**src/rtl/uart_rx_ctrl.sv**
```systemverilog
// 8N1 UART receiver: 2-flop synchronized line, mid-bit sampling driven by a
// per-state cycle counter, one-cycle valid / framing_err result pulses.
module uart_rx_ctrl #(
  parameter int CLKS_PER_BIT = 25
) (
  input  logic       CLKIN,
  input  logic       RESET,
  input  logic       rx,
  output logic [7:0] data,
  output logic       valid,
  output logic       framing_err,
  output logic       busy,
  output logic [2:0] fsm_state
);

  // Output protocol: valid and framing_err are single-cycle strobes with no
  // back-pressure; data is stable from a valid pulse until the next one.

  localparam int H  = CLKS_PER_BIT / 2;
  localparam int CW = (CLKS_PER_BIT > 1) ? $clog2(CLKS_PER_BIT) : 1;

  localparam logic [CW-1:0] CNT_LAST = CW'(CLKS_PER_BIT - 1);
  localparam logic [CW-1:0] CNT_HALF = CW'(H - 1);

  typedef enum logic [2:0] {
    IDLE      = 3'd0,
    START     = 3'd1,
    DATA      = 3'd2,
    STOP      = 3'd3,
    WAIT_HIGH = 3'd4
  } state_t;

  state_t        state;
  state_t        next_state;
  logic          sync1;
  logic          sync2;
  logic          rx_s;
  logic [CW-1:0] cnt;
  logic [2:0]    bit_idx;
  logic [7:0]    shreg;
  logic          valid_pend;
  logic          ferr_pend;

  logic          shift_en;
  logic          stop_good;
  logic          stop_bad;

  // Synchronizer idles high so reset never looks like a start bit.
  always_ff @(posedge CLKIN or posedge RESET) begin
    if (RESET) begin
      sync1 <= 1'b1;
      sync2 <= 1'b1;
    end else begin
      sync1 <= rx;
      sync2 <= sync1;
    end
  end

  assign rx_s = sync2;

  always_ff @(posedge CLKIN or posedge RESET) begin
    if (RESET) begin
      state <= IDLE;
    end else begin
      state <= next_state;
    end
  end

  always_comb begin
    next_state = state;
    shift_en   = 1'b0;
    stop_good  = 1'b0;
    stop_bad   = 1'b0;
    case (state)
      IDLE: begin
        if (!rx_s) begin
          next_state = START;
        end
      end
      START: begin
        if (cnt == CNT_HALF) begin
          next_state = rx_s ? IDLE : DATA;
        end
      end
      DATA: begin
        if (cnt == CNT_LAST) begin
          shift_en = 1'b1;
          if (bit_idx == 3'd7) begin
            next_state = STOP;
          end
        end
      end
      STOP: begin
        if (cnt == CNT_LAST) begin
          if (rx_s) begin
            stop_good  = 1'b1;
            next_state = IDLE;
          end else begin
            stop_bad   = 1'b1;
            next_state = WAIT_HIGH;
          end
        end
      end
      WAIT_HIGH: begin
        if (rx_s) begin
          next_state = IDLE;
        end
      end
      default: begin
        next_state = IDLE;
      end
    endcase
  end

  // The counter restarts on every state change and at the end of each bit
  // period, so DATA re-arms for the next bit without leaving the state.
  always_ff @(posedge CLKIN or posedge RESET) begin
    if (RESET) begin
      cnt <= '0;
    end else if (next_state != state) begin
      cnt <= '0;
    end else if (cnt == CNT_LAST) begin
      cnt <= '0;
    end else begin
      cnt <= cnt + CW'(1);
    end
  end

  always_ff @(posedge CLKIN or posedge RESET) begin
    if (RESET) begin
      bit_idx <= 3'd0;
      shreg   <= 8'h00;
    end else begin
      if (state != DATA) begin
        bit_idx <= 3'd0;
      end else if (shift_en) begin
        bit_idx <= bit_idx + 3'd1;
      end
      if (shift_en) begin
        shreg <= {rx_s, shreg[7:1]};
      end
    end
  end

  // Result strobes are held back one cycle so they appear one clock after
  // the stop-bit sample edge.
  always_ff @(posedge CLKIN or posedge RESET) begin
    if (RESET) begin
      data        <= 8'h00;
      valid_pend  <= 1'b0;
      ferr_pend   <= 1'b0;
      valid       <= 1'b0;
      framing_err <= 1'b0;
    end else begin
      if (stop_good) begin
        data <= shreg;
      end
      valid_pend  <= stop_good;
      ferr_pend   <= stop_bad;
      valid       <= valid_pend;
      framing_err <= ferr_pend;
    end
  end

  assign busy      = (state != IDLE);
  assign fsm_state = state;

endmodule

```
**config.mk**
```make
export PLATFORM = sky130hd
export DESIGN_NAME = uart_rx_ctrl
export DESIGN_NICKNAME = d
export VERILOG_FILES = /design/src/rtl/uart_rx_ctrl.sv
export SDC_FILE = /design/constraint.sdc
export NUM_CORES = 1
export LEC_CHECK = 0
export CORE_UTILIZATION = 50
export DETAILED_ROUTE_END_ITERATION = 7
export PLACE_DENSITY = 0.74
export REMOVE_ABC_BUFFERS = 1
export SETUP_SLACK_MARGIN = 0.4
export SYNTH_ARGS = -nofsm -noshare
export SYNTH_HDL_FRONTEND = slang
export SYNTH_SLANG_ARGS = --single-unit
```
**constraint.sdc**
```tcl
create_clock -name CLKIN -period 5.2 [get_ports CLKIN]
set_clock_uncertainty 0.15 [all_clocks]
set_input_delay 1.04 -clock CLKIN [delete_from_list [all_inputs] [get_ports CLKIN]]
set_output_delay 1.04 -clock CLKIN [all_outputs]
set_load 0.005 [all_outputs]
```
-- Yosys cells after proc, flatten, opt, wreduce, memory -nomap -nowiden
Cells that the tools add are included.
- register bits: 33
- logic and storage cells: 46
- bits of input ports: 3
- reductions and logical operators: 3
- $add $sub $neg: 2
- mux-type cells: 21
- equality and inequality tests: 9
- operator list (operator ; count):
    3-bit 2-to-1 mux ; 9
    3-bit one-hot mux with 5 select lines ; 1
    5-bit 2-to-1 mux ; 2
    1-bit 2-to-1 mux ; 8
    3-bit by 2-bit equality test with 1-bit output, second input constant ; 2
    3-bit equality test, second input constant ; 2
    5-bit by 1-bit adder with 5-bit output, second input constant ; 1
    5-bit by 4-bit equality test with 1-bit output, second input constant ; 1
    5-bit equality test, second input constant ; 1
    3-bit by 1-bit adder with 3-bit output, second input constant ; 1
    3-bit by 1-bit equality test with 1-bit output, second input constant ; 1
    3-bit logical NOT ; 1
    3-bit by 2-bit != test with 1-bit output, second input constant ; 1
    3-bit != test ; 1
    3-bit nonzero test ; 1
    2-bit 2-to-1 mux ; 1
    2-bit nonzero test ; 1

-- Depth between registers and ports, before layout
Gate-level depths: netlist of run 1.
- depth in word-level cells: 6
- gate-level depth with buffers: 7
- gate-level depth less buffers: 6

-- Least setup slack after synthesis of run 1
OpenSTA, ideal clock, no wires.
- kind: reg2out
- from: reg state[2] (netlist: fsm_state[2])
- to: out busy
- path buffers: 1
- slack: 3055 ps
- stages on the path, launching flop included: 3
- data arrival time: 955 ps
- path through: dfrtp_1 clkbuf_1 or3_1
- longest elaborated chain between the ends: 1
- ends and longest elaborated chain (element ; RTL line ; RTL):
    start: declaration ; 33 ; state_t state;
    start signal: assignment ; 65 ; state <= next_state;
    3-bit nonzero test ; 165 ; assign busy = (state != IDLE);
    end: declaration ; 12 ; output logic busy,
Every way passes these cells.

-- Worst setup path in the final report of run 1
Same ends and word-level chain as after synthesis.

==> results of run 1 <==
==> cell usage in the layout, fill, tap and decap left out, types with 2 or more instances in the layout <==
cell type        netlist  layout
a211oi_1               4       4
nand2_1                7       7
xor2_1                 2       2
nand3_1                3       3
o21ai_0                3       3
nand3b_1               3       3
dfstp_2                2       2
inv_2                  2       2
bufinv_16              0       2
or2_1                  2       2
ha_1                   4       4
inv_1                  4       4
mux2_1                16      16
nor2_1                 3       3
xnor2_1                2       2
or3_1                  2       2
clkdlybuf4s50_1        0      16
dfrtp_1               31      31
clkbuf_4               0       5
a21oi_1                5       5
==> power groups by stage <==
stage	registers [W]	logic, W	clock network (W)
after detailed placement	0.000297	0.0000756	0
after CTS	0.000292	0.0000764	0.000239
after floorplan	0.000292	0.0000566	0
after global routing	0.000295	0.0000863	0.000252
final	0.000291	0.0000755	0.000232
after global placement	0.000295	0.0000743	0
==> area by class of cell <==
cell class	count	area, um2	share of cell area (%)
Multi-Input combinational cell	70	571	33.0
Sequential cell	33	828	47.9
Inverter	6	22.5	1.30
Timing Repair Buffer	17	168	9.69
Clock inverter	3	65.1	3.76
Tap cell	31	38.8	2.24
Clock buffer	5	37.5	2.17
==> metal layers <==
layer / global-route usage [%] / up-vias
met4: 6.27 / 0
met5: 0 / -
met3: 6.51 / 6
met1: 22.9 / 433
li1: - / 438
met2: 25.0 / 24
==> metrics by stage <==
stage	total power, W	setup WS [ps]
floorplan	0.000348	3150
global placement	0.000369	2700
detailed placement	0.000372	2690
CTS	0.000607	2290
global route	0.000633	2240
finish	0.000599	2310
==> Yosys cell counts <==
| cell | count | share of area (%) |
|---|---|---|
| and4b_1 | 1 | 0.69 |
| inv_2 | 2 | 0.52 |
| mux2_1 | 16 | 12 |
| a311oi_2 | 1 | 1.0 |
| a21oi_1 | 5 | 1.7 |
| xnor2_1 | 2 | 1.2 |
| nand4b_2 | 1 | 1.0 |
| o21ai_1 | 1 | 0.34 |
| a31o_1 | 1 | 0.60 |
| nand2_2 | 1 | 0.43 |
| or4_1 | 1 | 0.52 |
| mux2_4 | 1 | 1.0 |
| a211oi_1 | 4 | 2.1 |
| clkbuf_1 | 3 | 0.77 |
| nand4bb_1 | 1 | 0.77 |
| or3_1 | 2 | 0.86 |
| or3_4 | 1 | 0.77 |
| o311a_1 | 1 | 0.69 |
| inv_1 | 4 | 1.0 |
| nand3b_1 | 3 | 1.5 |
| buf_6 | 1 | 0.77 |
| dfstp_2 | 2 | 3.6 |
| o21ai_0 | 3 | 1.0 |
| nand2_1 | 7 | 1.8 |
| xor2_1 | 2 | 1.2 |
| nor2b_1 | 1 | 0.43 |
| nor3_1 | 1 | 0.34 |
| dfrtp_1 | 31 | 53 |
| or2_1 | 2 | 0.86 |
| nand3_1 | 3 | 1.0 |
| ha_1 | 4 | 3.4 |
| a31o_2 | 1 | 0.60 |
| nor2_1 | 3 | 0.77 |
| buf_2 | 2 | 0.69 |
==> cell families after synthesis <==
family	synth area share (%)
buffers and inverters	3.79
adder cells (fa/ha/maj)	3.44
multiplexers	13.4
AO/OA/AOI/OAI	8.09
AND/OR/NAND/NOR	11.9
XOR/XNOR	2.41
flip-flops	57.0
==> registers in the layout (all words and copies together) (netlist names) <==
signal / cells
rx_s: 1
valid_pend: 1
framing_err: 1
shreg: 8
valid: 1
cnt: 5
sync1: 1
ferr_pend: 1
data: 8
bit_idx: 3
fsm_state: 3
==> critical path: cells and delay by family (launching register included) <==
kind	cells	cell delay, ps
buf+inv	1	450
flops	1	520
simple gates	1	410
==> final timing paths <==
kind                                          end  slack, ps  cells past startpoint
min reg2reg                 framing_err$_DFF_PP0_        200                      0
max in group asynchronous         sync1$_DFF_PP1_       3640                      3
max                                          busy       2310                      2
min in group asynchronous  fsm_state[0]$_DFF_PP0_        940                      3
min                         framing_err$_DFF_PP0_        200                      0
max reg2reg                      cnt[0]$_DFF_PP0_       3130                      6
==> summary.txt, run 1 <==
Synthesized instance count -> 115
Post-CTS sizing -> 0
Num ports -> 17
Hold crit path type -> flip-flop to flip-flop
Crit-path slowest cell -> dfrtp_1
Clock latency on the worst-skew pair -> 320 ps
Leak -> 0.833 nW
Switching part of the total power -> 23.6%
Top routing layer used -> met4
PwrDens -> 346 nW/um2
Fillers -> 226
TritonCTS sink count -> 33
Post-synthesis cell area -> 1450 um2
Final worst path period need -> 2890 ps
Total GRT Usage -> 16.9%
Max-cap viol count -> 0
Initial antenna violation count -> 0
Clock share of power -> 38.7%
Post-route cell area -> 1730 um2
Crit end category -> output pin
Gpl congestion -> 0.884
Vias per inst -> 5.46
Internal power -> 0.000458 W
Share of cells above drive strength 1 -> 14.2%
Pin count of the biggest net entering global routing -> 34
Comb power frac -> 12.6%
Gr ovfl total -> 0
Antenna diodes -> 0
Die Ht -> 55.9 um
Post-DP HPWL -> 1.57 mm
Initial DRC count -> 30
Sequential share of power -> 48.6%
Core Util, Final -> 62.7%
Met1 wire length -> 1.04 mm
Dpl cell area -> 1630 um2
Worst VDD drop -> 241 uV
YS warnings -> 0
Ordered cell list for the critical path -> or3_1, clkdlybuf4s50_1
Die area -> 3130 um2
Outcome -> finished clean
Met3 routed WL -> 104 um
Seq cells post-synth -> 33
Detailed Routing Iterations Pass 1 -> 4
Die width -> 55.9 um
DR vias -> 901
P_sw -> 0.000141 W
R2R Path Start -> cnt[0]$_DFF_PP0_
TritonCTS Buffers -> 5
Final Hold Fails -> 0
Tightest Pin Transition -> 402 ps
Non-filler cells, final -> 165
Reg clk slew, reported paths -> 100 ps
Initial Util -> 52.7%
Setup violators final -> 0
Placed cells -> 157
Final TNS setup -> 0 ps
Via count of the first global-routing pass -> 885
H-tree depth -> 2
Synth cell types -> 34
Crit Path Class -> flip-flop to output pin
Required time of the critical path -> 4010 ps
RSZ-0062 raised after global routing -> false
Crit-path max FO -> 12
Syn Area/Cell -> 12.6 um2
# DRC -> 0
Register area share after synthesis -> 57.0%
Floorplan row count -> 19
CTS max path bufs -> 2
Met2 routed wirelength -> 1.05 mm
Slew Limit Fails -> 0
Post-route ant nets -> 0
Min-delay src -> ferr_pend$_DFF_PP0_
Worst Path Arrival -> 1700 ps
Post-Route WL -> 2.24 mm
Area added between synthesis and finish -> 19.0%
Fmax -> 0.346 GHz
Placeable Area -> 2760 um2
Clk root buf -> clkbuf_4
CP startpoint -> fsm_state[2]$_DFF_PP0_
Nets -> 140
Crit path launch type -> flip-flop
Hold_buf cts -> 0
Max_slew headroom -> 73.2%
Tcrit/Tclk final -> 55.6%
Post-CTS setup buffers -> 0
WL/cell -> 13.5 um
# port buffers -> 16
CTS tree -> yes
Crit-path max cell delay -> 520 ps
Hold_ws -> 203 ps
First-pass GRT wire length -> 3.98 mm
Note: power is estimated with default switching activity, not from simulation.
==> inputs of run 2 (changes only) <==
==> constraint.sdc (replaced) <==
create_clock -name CLKIN -period 2.88 [get_ports CLKIN]
set_clock_uncertainty 0.15 [all_clocks]
set_input_delay 0.576 -clock CLKIN [delete_from_list [all_inputs] [get_ports CLKIN]]
set_output_delay 0.576 -clock CLKIN [all_outputs]
set_load 0.005 [all_outputs]
==> run 2 against run 1 <==
  * Power rose by 70%
  * Die area did not move
  * Utilization fell by 0.59 points
  * Largest cell class unchanged
  * Sequential cell count did not move
  * First-iteration DRC count fell by 67%
==> summary.txt, run 2 (synthesis results as in run 1) <==
CTS max path bufs -> 2 (unchanged)
Hold_buf cts -> 0 (unchanged)
Multi-input gate area -> 571 um2 (unchanged)
Placeable Area -> 2760 um2 (unchanged)
WL/cell -> 13.8 um (was 13.5 um)
Detailed Routing Iterations Pass 1 -> 4 (unchanged)
First-pass GRT wire length -> 3.97 mm (was 3.98 mm)
Clock latency on the worst-skew pair -> 320 ps (about the same)
Outcome -> finished clean (unchanged)
Commonest cells after routing, fill and taps aside -> dfrtp_1 (30), mux2_1 (16), clkdlybuf4s50_1 (16) (was dfrtp_1 (31), mux2_1 (16), clkdlybuf4s50_1 (16))
Worst VDD drop -> 402 uV (was 241 uV)
Die area -> 3130 um2 (unchanged)
Gpl congestion -> 0.816 (was 0.884)
Die width -> 55.9 um (unchanged)
Die Ht -> 55.9 um (unchanged)
Tightest Pin Transition -> 405 ps (was 402 ps)
Final Hold Fails -> 0 (unchanged)
PwrDens -> 594 nW/um2 (was 346 nW/um2)
Final worst path period need -> 2390 ps
Reg clk slew, reported paths -> 100 ps (about the same)
Fillers -> 229 (was 226)
Area added between synthesis and finish -> 17.9% (was 19.0%)
H-tree depth -> 2 (unchanged)
CP startpoint -> fsm_state[1]$_DFF_PP0_ (was fsm_state[2]$_DFF_PP0_)
Initial antenna violation count -> 0 (unchanged)
Leak -> 0.822 nW (was 0.833 nW)
TritonCTS Buffers -> 5 (unchanged)
# port buffers -> 16 (unchanged)
Vias per inst -> 5.48 (was 5.46)
Post-route ant nets -> 0 (unchanged)
Final TNS setup -> 0 ps (unchanged)
Nets -> 140 (unchanged)
Slew Limit Fails -> 0 (unchanged)
Via count of the first global-routing pass -> 854 (was 885)
RSZ-0062 raised after global routing -> false (unchanged)
Initial Util -> 52.7% (unchanged)
R2R Path Start -> cnt[0]$_DFF_PP0_ (unchanged)
Gr ovfl total -> 0 (unchanged)
Pin count of the biggest net entering global routing -> 34 (unchanged)
Max-cap viol count -> 0 (unchanged)
Required time of the critical path -> 2150 ps (was 4010 ps)
Post-DP HPWL -> 1.63 mm (was 1.57 mm)
R2r setup slk -> 770 ps (was 3130 ps)
Num ports -> 17 (unchanged)
CTS tree -> yes (unchanged)
Hold_ws -> 209 ps (was 203 ps)
Max_slew headroom -> 73.0% (was 73.2%)
Crit end category -> output pin (unchanged)
Floorplan row count -> 19 (unchanged)
Crit Path Class -> flip-flop to output pin (unchanged)
DR vias -> 905 (was 901)
Fmax -> 0.418 GHz
Initial DRC count -> 10 (was 30)
Crit path launch type -> flip-flop (unchanged)
Setup violators final -> 0 (unchanged)
Largest registers -> data: 8 flops, shreg: 8 flops, cnt: 5 flops (unchanged)
# DRC -> 0 (unchanged)
Tot Pwr -> 0.00102 W (was 0.000599 W)
Clk root buf -> clkbuf_4 (unchanged)
Commonest non-fill, non-tap cell in the layout -> dfrtp_1 (unchanged)
Sequential Area -> 830 um2 (was 828 um2)
Tcrit/Tclk final -> 83.0%
Post-Route WL -> 2.28 mm (was 2.24 mm)
Antenna diodes -> 0 (unchanged)
Worst Path Arrival -> 1670 ps (was 1700 ps)
Share of cells above drive strength 1 -> 14.2% (unchanged)
Total GRT Usage -> 16.9% (unchanged)
Min-delay src -> ferr_pend$_DFF_PP0_ (unchanged)
Hold crit path type -> flip-flop to flip-flop (unchanged)
Crit-path max FO -> 13 (was 12)
TritonCTS sink count -> 33 (unchanged)
## run 2: changes by cell type in the layout (fill, tap and decap cells not counted), sizes merged
cell	delta
bufinv	-1
clkbuf	+2
clkinv	-1
## run 2: path summary, 6_finish.rpt
check                                         to  cells after the start
min in group asynchronous   valid_pend$_DFF_PP0_                      3
min reg2reg                framing_err$_DFF_PP0_                      0
max reg2reg                     cnt[0]$_DFF_PP0_                      6
max in group asynchronous        sync1$_DFF_PP1_                      3
max                                         busy                      2
min                        framing_err$_DFF_PP0_                      0
## run 2: area by class of cell
cell class / instances / share of cell area, %
clock inverter: 1 / 1.75
sequential: 33 / 48.4
multi-input combinational: 70 / 33.3
clock buffer: 7 / 3.21
timing repair buffer: 17 / 9.78
tap: 31 / 2.26
inverter: 6 / 1.31
## run 2: what timing repair did
item,in CTS,in global routing
gates resized for setup,0,1
endpoints found under the setup margin,0,1
endpoints found under the hold margin,0,0
setup buffers,0,0
## run 2: per-layer routing
layer / vias up / global-route usage [%] / part of all wire, %
li1: 435 / - / -
met1: 447 / 21.9 / 46
met2: 19 / 26.7 / 48
met3: 4 / 5.35 / 5.0
met4: 0 / 6.62 / 1.4
met5: - / 0 / 0
## run 2: metrics by stage
stage | instances | worst slack (ps) | util, % | area, um2
after floorplan | 109 | 1030 | - | 1420
after global placement | 157 | 856 | 59.0 | 1630
after detailed placement | 157 | 792 | 59.0 | 1630
after CTS | 165 | 456 | 62.1 | 1710
after global routing | 165 | 417 | 62.2 | 1710
final | 165 | 488 | 62.2 | 1710
## run 2: worst max-delay path, stage by stage, from the launching register on
cell and delay [ps]:
dfrtp_1 510, or3_1 390, clkdlybuf4s50_1 450
## run 2: power breakdown
part	internal (W)	switching [W]
clock network	0.000207	0.000146
registers	0.000490	0.0000364
logic	0.0000690	0.0000697
